--- src/rtl/llc_lookup_stage_if.sv ---
// Bundle of the set-read packet from local memory and the lookup result sent to process.
// master = the environment around the stage, slave = the lookup stage itself.
interface llc_lookup_stage_if #(
  parameter int WAYS       = 16,
  parameter int WAY_BITS   = 4,
  parameter int TAG_BITS   = 16,
  parameter int STATE_BITS = 3,
  parameter int CTRL_BITS  = 7
);
  logic                       in_valid;
  logic                       in_ready;
  logic [TAG_BITS-1:0]        in_tag;
  logic [WAYS*TAG_BITS-1:0]   in_tags;
  logic [WAYS*STATE_BITS-1:0] in_states;
  logic [WAY_BITS-1:0]        in_evict_way;
  logic [CTRL_BITS-1:0]       in_ctrl;

  logic                       out_valid;
  logic                       out_ready;
  logic                       out_hit;
  logic [WAY_BITS-1:0]        out_way;
  logic                       out_evict;
  logic                       out_all_sd;
  logic [WAY_BITS-1:0]        out_evict_next;
  logic [CTRL_BITS-1:0]       out_ctrl;

  modport master (
    output in_valid, in_tag, in_tags, in_states, in_evict_way, in_ctrl, out_ready,
    input  in_ready, out_valid, out_hit, out_way, out_evict, out_all_sd, out_evict_next, out_ctrl
  );

  modport slave (
    input  in_valid, in_tag, in_tags, in_states, in_evict_way, in_ctrl, out_ready,
    output in_ready, out_valid, out_hit, out_way, out_evict, out_all_sd, out_evict_next, out_ctrl
  );
endinterface

--- src/rtl/llc_lookup_stage.sv ---
// Two-stage LLC tag lookup: S1 registers per-way match/invalid/SD vectors, S2 picks the way
// (hit, fill, round-robin evict skipping SD ways, or all-SD stall) and keeps hit/miss counters.
module llc_lookup_stage #(
  parameter int WAYS       = 16,
  parameter int WAY_BITS   = 4,
  parameter int TAG_BITS   = 16,
  parameter int STATE_BITS = 3,
  parameter int CTRL_BITS  = 7,
  parameter logic [STATE_BITS-1:0] ST_INVALID = STATE_BITS'(0),
  parameter logic [STATE_BITS-1:0] ST_SD      = STATE_BITS'(5)
) (
  input  logic                clk,
  input  logic                rst,
  llc_lookup_stage_if.slave   bus,
  output logic [15:0]         hit_cnt,
  output logic [15:0]         miss_cnt
);

  logic [WAYS-1:0] match_vec;
  logic [WAYS-1:0] inv_vec;
  logic [WAYS-1:0] sd_vec;

  logic                 s1_valid_reg;
  logic [WAYS-1:0]      s1_match_reg;
  logic [WAYS-1:0]      s1_inv_reg;
  logic [WAYS-1:0]      s1_sd_reg;
  logic [WAY_BITS-1:0]  s1_evict_reg;
  logic [CTRL_BITS-1:0] s1_ctrl_reg;

  logic                 out_valid_reg;
  logic                 out_hit_reg;
  logic [WAY_BITS-1:0]  out_way_reg;
  logic                 out_evict_reg;
  logic                 out_all_sd_reg;
  logic [WAY_BITS-1:0]  out_evict_next_reg;
  logic [CTRL_BITS-1:0] out_ctrl_reg;

  logic                 out_hit_next;
  logic [WAY_BITS-1:0]  out_way_next;
  logic                 out_evict_next_flag;
  logic                 out_all_sd_next;
  logic [WAY_BITS-1:0]  out_evict_ptr_next;

  logic [15:0]          hit_cnt_reg;
  logic [15:0]          miss_cnt_reg;

  logic                 stall;
  logic                 in_ready;
  logic                 out_xfer;

  // SD vector rotated so that bit k is way (evict pointer + k) mod WAYS
  logic [WAYS-1:0]      sd_rot;
  logic [WAY_BITS-1:0]  rr_offset;
  logic [WAY_BITS-1:0]  rr_victim;

  function automatic logic [WAY_BITS-1:0] lowest_set(input logic [WAYS-1:0] vec);
    lowest_set = '0;
    for (int i = WAYS - 1; i >= 0; i--) begin
      if (vec[i]) begin
        lowest_set = WAY_BITS'(i);
      end
    end
  endfunction

  assign stall        = out_valid_reg && !bus.out_ready;
  assign in_ready     = !s1_valid_reg || !stall;
  assign out_xfer     = out_valid_reg && bus.out_ready;
  assign bus.in_ready = in_ready;

  for (genvar gi = 0; gi < WAYS; gi++) begin : g_way
    logic [TAG_BITS-1:0]   way_tag;
    logic [STATE_BITS-1:0] way_state;

    assign way_tag       = bus.in_tags[gi*TAG_BITS +: TAG_BITS];
    assign way_state     = bus.in_states[gi*STATE_BITS +: STATE_BITS];
    assign inv_vec[gi]   = (way_state == ST_INVALID);
    assign sd_vec[gi]    = (way_state == ST_SD);
    assign match_vec[gi] = (way_tag == bus.in_tag) && (way_state != ST_INVALID);
  end

  for (genvar gi = 0; gi < WAYS; gi++) begin : g_rot
    assign sd_rot[gi] = s1_sd_reg[s1_evict_reg + WAY_BITS'(gi)];
  end

  // S1: only advances when the slot is empty or S2 is draining this cycle
  always_ff @(posedge clk or negedge rst) begin
    if (!rst) begin
      s1_valid_reg <= 1'b0;
      s1_match_reg <= '0;
      s1_inv_reg   <= '0;
      s1_sd_reg    <= '0;
      s1_evict_reg <= '0;
      s1_ctrl_reg  <= '0;
    end else if (in_ready) begin
      s1_valid_reg <= bus.in_valid;
      if (bus.in_valid) begin
        s1_match_reg <= match_vec;
        s1_inv_reg   <= inv_vec;
        s1_sd_reg    <= sd_vec;
        s1_evict_reg <= bus.in_evict_way;
        s1_ctrl_reg  <= bus.in_ctrl;
      end
    end
  end

  always_comb begin
    rr_offset           = lowest_set(~sd_rot);
    rr_victim           = s1_evict_reg + rr_offset;
    out_hit_next        = 1'b0;
    out_way_next        = s1_evict_reg;
    out_evict_next_flag = 1'b0;
    out_all_sd_next     = 1'b0;
    out_evict_ptr_next  = s1_evict_reg;
    if (|s1_match_reg) begin
      out_hit_next = 1'b1;
      out_way_next = lowest_set(s1_match_reg);
    end else if (|s1_inv_reg) begin
      out_way_next = lowest_set(s1_inv_reg);
    end else if (!(&s1_sd_reg)) begin
      out_way_next        = rr_victim;
      out_evict_next_flag = 1'b1;
      out_evict_ptr_next  = rr_victim + WAY_BITS'(1);
    end else begin
      out_all_sd_next = 1'b1;
    end
  end

  // S2: outputs freeze while the process stage is not accepting
  always_ff @(posedge clk or negedge rst) begin
    if (!rst) begin
      out_valid_reg      <= 1'b0;
      out_hit_reg        <= 1'b0;
      out_way_reg        <= '0;
      out_evict_reg      <= 1'b0;
      out_all_sd_reg     <= 1'b0;
      out_evict_next_reg <= '0;
      out_ctrl_reg       <= '0;
    end else if (!stall) begin
      out_valid_reg <= s1_valid_reg;
      if (s1_valid_reg) begin
        out_hit_reg        <= out_hit_next;
        out_way_reg        <= out_way_next;
        out_evict_reg      <= out_evict_next_flag;
        out_all_sd_reg     <= out_all_sd_next;
        out_evict_next_reg <= out_evict_ptr_next;
        out_ctrl_reg       <= s1_ctrl_reg;
      end
    end
  end

  always_ff @(posedge clk or negedge rst) begin
    if (!rst) begin
      hit_cnt_reg  <= '0;
      miss_cnt_reg <= '0;
    end else if (out_xfer) begin
      if (out_hit_reg) begin
        if (hit_cnt_reg != 16'hFFFF) begin
          hit_cnt_reg <= hit_cnt_reg + 16'd1;
        end
      end else if (miss_cnt_reg != 16'hFFFF) begin
        miss_cnt_reg <= miss_cnt_reg + 16'd1;
      end
    end
  end

  assign bus.out_valid      = out_valid_reg;
  assign bus.out_hit        = out_hit_reg;
  assign bus.out_way        = out_way_reg;
  assign bus.out_evict      = out_evict_reg;
  assign bus.out_all_sd     = out_all_sd_reg;
  assign bus.out_evict_next = out_evict_next_reg;
  assign bus.out_ctrl       = out_ctrl_reg;
  assign hit_cnt            = hit_cnt_reg;
  assign miss_cnt           = miss_cnt_reg;

endmodule

--- src/flat_wrapper.sv ---
// flat-port wrapper written by rule: the top's interface ports become plain ports
module llc_lookup_stage_flat 
#(
  parameter int WAYS       = 16,
  parameter int WAY_BITS   = 4,
  parameter int TAG_BITS   = 16,
  parameter int STATE_BITS = 3,
  parameter int CTRL_BITS  = 7,
  parameter logic [STATE_BITS-1:0] ST_INVALID = STATE_BITS'(0),
  parameter logic [STATE_BITS-1:0] ST_SD      = STATE_BITS'(5)
)
  (clk, rst, hit_cnt, miss_cnt, bus_in_valid, bus_in_tag, bus_in_tags, bus_in_states, bus_in_evict_way, bus_in_ctrl, bus_out_ready, bus_in_ready, bus_out_valid, bus_out_hit, bus_out_way, bus_out_evict, bus_out_all_sd, bus_out_evict_next, bus_out_ctrl);
  llc_lookup_stage_if #(.WAYS(WAYS), .WAY_BITS(WAY_BITS), .TAG_BITS(TAG_BITS), .STATE_BITS(STATE_BITS), .CTRL_BITS(CTRL_BITS)) bus_i ();
  input  logic clk;
  input  logic rst;
  output logic [15:0] hit_cnt;
  output logic [15:0] miss_cnt;
  input wire logic [$bits(bus_i.in_valid)-1:0] bus_in_valid;
  input wire logic [$bits(bus_i.in_tag)-1:0] bus_in_tag;
  input wire logic [$bits(bus_i.in_tags)-1:0] bus_in_tags;
  input wire logic [$bits(bus_i.in_states)-1:0] bus_in_states;
  input wire logic [$bits(bus_i.in_evict_way)-1:0] bus_in_evict_way;
  input wire logic [$bits(bus_i.in_ctrl)-1:0] bus_in_ctrl;
  input wire logic [$bits(bus_i.out_ready)-1:0] bus_out_ready;
  output wire logic [$bits(bus_i.in_ready)-1:0] bus_in_ready;
  output wire logic [$bits(bus_i.out_valid)-1:0] bus_out_valid;
  output wire logic [$bits(bus_i.out_hit)-1:0] bus_out_hit;
  output wire logic [$bits(bus_i.out_way)-1:0] bus_out_way;
  output wire logic [$bits(bus_i.out_evict)-1:0] bus_out_evict;
  output wire logic [$bits(bus_i.out_all_sd)-1:0] bus_out_all_sd;
  output wire logic [$bits(bus_i.out_evict_next)-1:0] bus_out_evict_next;
  output wire logic [$bits(bus_i.out_ctrl)-1:0] bus_out_ctrl;
  assign bus_i.in_valid = bus_in_valid;
  assign bus_i.in_tag = bus_in_tag;
  assign bus_i.in_tags = bus_in_tags;
  assign bus_i.in_states = bus_in_states;
  assign bus_i.in_evict_way = bus_in_evict_way;
  assign bus_i.in_ctrl = bus_in_ctrl;
  assign bus_i.out_ready = bus_out_ready;
  assign bus_in_ready = bus_i.in_ready;
  assign bus_out_valid = bus_i.out_valid;
  assign bus_out_hit = bus_i.out_hit;
  assign bus_out_way = bus_i.out_way;
  assign bus_out_evict = bus_i.out_evict;
  assign bus_out_all_sd = bus_i.out_all_sd;
  assign bus_out_evict_next = bus_i.out_evict_next;
  assign bus_out_ctrl = bus_i.out_ctrl;
  llc_lookup_stage #(.WAYS(WAYS), .WAY_BITS(WAY_BITS), .TAG_BITS(TAG_BITS), .STATE_BITS(STATE_BITS), .CTRL_BITS(CTRL_BITS), .ST_INVALID(ST_INVALID), .ST_SD(ST_SD)) u_core (.clk(clk), .rst(rst), .bus(bus_i), .hit_cnt(hit_cnt), .miss_cnt(miss_cnt));
endmodule
--- config.mk ---
export PLATFORM = sky130hd
export DESIGN_NAME = llc_lookup_stage_flat
export DESIGN_NICKNAME = d
export VERILOG_FILES = /design/src/rtl/llc_lookup_stage_if.sv /design/src/rtl/llc_lookup_stage.sv /design/src/flat_wrapper.sv
export SDC_FILE = /design/constraint.sdc
export NUM_CORES = 1
export LEC_CHECK = 0
export ABC_AREA = 1
export BUFFER_PORTS_ARGS = -buffer_cell sky130_fd_sc_hd__buf_4
export CAP_MARGIN = 25
export CORE_ASPECT_RATIO = 0.6
export CORE_MARGIN = 3
export CORE_UTILIZATION = 35
export CTS_CLUSTER_DIAMETER = 80
export DETAILED_ROUTE_END_ITERATION = 7
export PLACE_DENSITY_LB_ADDON = 0.05
export SLEW_MARGIN = 20
export SYNTH_ARGS = -nofsm -noshare
export SYNTH_HDL_FRONTEND = slang
export SYNTH_SLANG_ARGS = --single-unit
--- constraint.sdc ---
create_clock -name clk -period 6.75 [get_ports clk]
set_clock_uncertainty 0.15 [all_clocks]
set_input_delay 0.675 -clock clk [delete_from_list [all_inputs] [get_ports clk]]
set_output_delay 0.675 -clock clk [all_outputs]
set_load 0.02 [all_outputs]
==> qor.csv <==
metric,value,unit
crit share post-route,74.5,%
peak ir drop on the vdd network,112,µV
drt via density,4.90,
synthesized netlist net count,1605,
power density relative to cell area,198,nW/µm²
initial antenna violation count,0,
buffer count from post-CTS setup fixing,0,
post-synthesis async set-or-reset flop share,100,%
share of power burned in registers,33.1,%
startpoint types,flop,
Row Count,45,
Clk pwr share,22.3,%
worst reg2reg path endpoint,u_core.bus.out_evict_next[3],
CP Depth,28,
Min-Delay Path Class,primary input to async pin,
average footprint of a synthesized cell,7.49,µm²
number of buffer and inverter instances along the worst setup path,4,
critical path endpoint,u_core.bus.out_evict_next[3],
peak clock frequency supported by timing,199,MHz
run status,"finished, final reports clean",
worst-case clock buffer depth,2,
fraction of power spent switching nets,39.7,%
CP top delay family,simple AND/OR/NAND/NOR gates,
setup slack on the worst flop-to-flop path,1.72,ns
vias in the first global route,9344,
mapped cell area,9410,µm²
number of cells produced by synthesis,1256,
CTS hold repair buffers,0,
arrival time at the worst endpoint,5.17,ns
core box area,25800,µm²
first element of the critical path,u_core.s1_evict_reg[0],
accumulated negative setup slack,0,ns
Avg WL per Cell,18.6,µm
endpoint kind of the worst setup timing path,flop,
sequential cell area fraction in the yosys report,29.5,%
Die Ht,133,µm
growth of design area from synthesis to finish,36.8,%
switching power total,1.01,mW
count of instances resized after the clock tree is built,0,
Filler cells,2579,
Total Die Area,29000,µm²
DRT Pass-1 Iters,7,
slew at the pin closest to its max-slew limit,0.998,ns
"Slew Viols, Final",0,
Post-synth EDFFs,0,
initial detailed-routing violation count,688,
layout net count,1951,
number of sinks handled by clock tree synthesis,111,
final hold violation count,0,
relative max-transition margin,32.8,%
total power,2.55,mW
CTS H-tree lvls,3,
detailed-route via count,9597,
library cells used by synthesis,54,
clock-pin transition on the worst setup and hold timing paths,0.08,ns
CP max-delay cell,dfrtp_1,
critical path start-end classification,flop to flop,
count of port buffers added during placement,386,
root buf cell,clkbuf_16,
CTS tree,done,
endpoint required time on the critical path,6.89,ns
n_diodes,0,
fraction of layout instances using a drive strength above 1,27.9,%
Final Critical Period,5.03,ns
RD Place Congestion,0.851,
Detail Placement HPWL,30400,µm
fraction of power consumed by combinational cells,44.6,%
x dimension of the die,218,µm
stage delay of the slowest cell on the critical path,0.88,ns
Internal Pwr Total,1.54,mW
# Max-Cap Violations,0,
ANT nets after route,0,
pin count of the biggest net entering global routing,77,
count of boundary I/O pins,387,
setup repair after global routing missed its margin,false,
insertion delay of the later-clocked pin in the worst-skew pair,0.36,ns
"Core Util, Final",49.8,%
Final setup viols,0,
length in cells of the worst reg-to-reg path,28,
cell type with the highest occurrence count on the critical path,nand2_1,
first-pass GRT wire length,54600,µm
count of unresolved DRC violations after routing,0,
Reg2Reg Launch Point,u_core.s1_evict_reg[0],
overall fraction of global-route tracks in use,24.5,%
routed wire length,36500,µm
global-route congestion overflow total,0,
worst-path maximum fanout,25,
total leakage power,6.28,nW
clock buffer count from CTS,9,
synthesis-stage register bit count,111,
Initial Util,36.4,%
commonest register cell after synthesis,dfrtp_1,
synthesis warning total,0,
worst min path at each step:
stage	end	slack, ns	start
finish	u_core.miss_cnt[5]	0.11	rst
detailed placement	u_core.bus.out_ctrl[3]	0.30	u_core.s1_ctrl_reg[3]
global route	u_core.miss_cnt[5]	0.15	rst
CTS	u_core.miss_cnt[5]	0.12	rst
global placement	u_core.bus.out_ctrl[1]	0.30	u_core.s1_ctrl_reg[1]
floorplan	u_core.bus.out_all_sd	0.23	rst
power by group through the flow:
| stage | registers [mW] | logic (mW) | clock network [mW] |
|---|---|---|---|
| finish | 0.846 | 1.14 | 0.570 |
| global route | 0.861 | 1.27 | 0.609 |
| CTS | 0.846 | 1.14 | 0.583 |
| detailed placement | 0.859 | 1.14 | 0 |
| global placement | 0.857 | 1.13 | 0 |
| floorplan | 0.902 | 0.627 | 0 |
cells in the mapped netlist (all sizes together), types with 3 or more instances:
| cell type | n | share of area [%] |
|---|---|---|
| a21oi | 16 | 0.93 |
| a31oi | 6 | 0.40 |
| a32o | 3 | 0.32 |
| buf | 23 | 1.4 |
| clkbuf | 32 | 1.3 |
| dfrtp | 111 | 30 |
| ha | 13 | 1.7 |
| inv | 97 | 3.9 |
| nand2 | 266 | 11 |
| nand3 | 124 | 6.8 |
| nand4 | 36 | 2.4 |
| nor2 | 60 | 2.6 |
| nor3 | 38 | 2.0 |
| nor4 | 41 | 2.7 |
| o21ai | 71 | 3.9 |
| or2 | 16 | 1.1 |
| xnor2 | 118 | 11 |
| xor2 | 160 | 15 |
logic make-up (layout without fill, tap and decap cells):
logic type | Yosys count | after routing | share of synthesized area (%)
AND/OR/NAND/NOR | 587 | 587 | 28.9
XOR/XNOR | 278 | 278 | 26.0
buffers and inverters | 153 | 504 | 6.63
AO/OA/AOI/OAI | 113 | 113 | 6.97
flip-flops | 111 | 111 | 29.5
adder cells (fa/ha/maj) | 14 | 14 | 1.94
worst reg2reg max path, delay by kind of cell (launching register included):
| kind | cells | cell delay [ns] |
|---|---|---|
| flip-flops | 1 | 0.88 |
| AND/OR/NAND/NOR | 17 | 1.29 |
| AO/OA/AOI/OAI | 3 | 0.43 |
| XOR/XNOR | 1 | 0.28 |
| adder cells (fa/ha/maj) | 3 | 1.23 |
| buffers and inverters | 4 | 0.73 |
stage by stage:
step	hold WS [ns]	instance area [µm²]	cells	worst slack (ns)
final	0.115	12900	1959	1.72
after global routing	0.152	12900	1959	1.07
after CTS	0.120	12800	1957	1.73
after detailed placement	0.301	12500	1941	1.75
after global placement	0.301	12500	1941	1.75
after floorplan	0.229	9410	1256	2.74
cell type report:
| cell class | count | area, µm² | area share [%] |
|---|---|---|---|
| Multi-Input combinational cell | 992 | 6020 | 46.8 |
| Timing Repair Buffer | 390 | 2960 | 23.0 |
| Sequential cell | 111 | 2780 | 21.6 |
| Tap cell | 352 | 440 | 3.42 |
| Inverter | 98 | 370 | 2.88 |
| Clock buffer | 12 | 246 | 1.91 |
| Clock inverter | 4 | 58.8 | 0.457 |
routing by layer:
layer / part of all wire, % / up-vias / GRT usage, % / routed length (µm)
met5: 0 / - / 0 / 0
met4: 1.5 / 0 / 4.02 / 542
met3: 6.9 / 35 / 5.74 / 2530
met2: 43 / 322 / 37.9 / 15700
met1: 49 / 4415 / 35.5 / 17700
li1: - / 4825 / - / -
cell usage in the layout, fill, tap and decap left out, types with 3 or more instances in the layout:
master / Yosys / final
xnor2_1: 117 / 117
nor4_1: 41 / 40
xor2_1: 159 / 159
nand3_1: 120 / 120
buf_4: 2 / 388
a21oi_1: 14 / 14
o21ai_0: 64 / 64
ha_1: 13 / 13
or2_2: 16 / 16
nor3_1: 38 / 38
nor2_1: 56 / 56
nand4_1: 36 / 36
nand3_2: 4 / 4
inv_1: 95 / 94
nand2_1: 258 / 257
clkbuf_16: 0 / 9
o21ai_1: 5 / 5
nand2_2: 8 / 9
a32o_1: 3 / 3
dfrtp_1: 111 / 111
a31oi_1: 6 / 6
No activity file was read; power rests on OpenSTA's default activity.
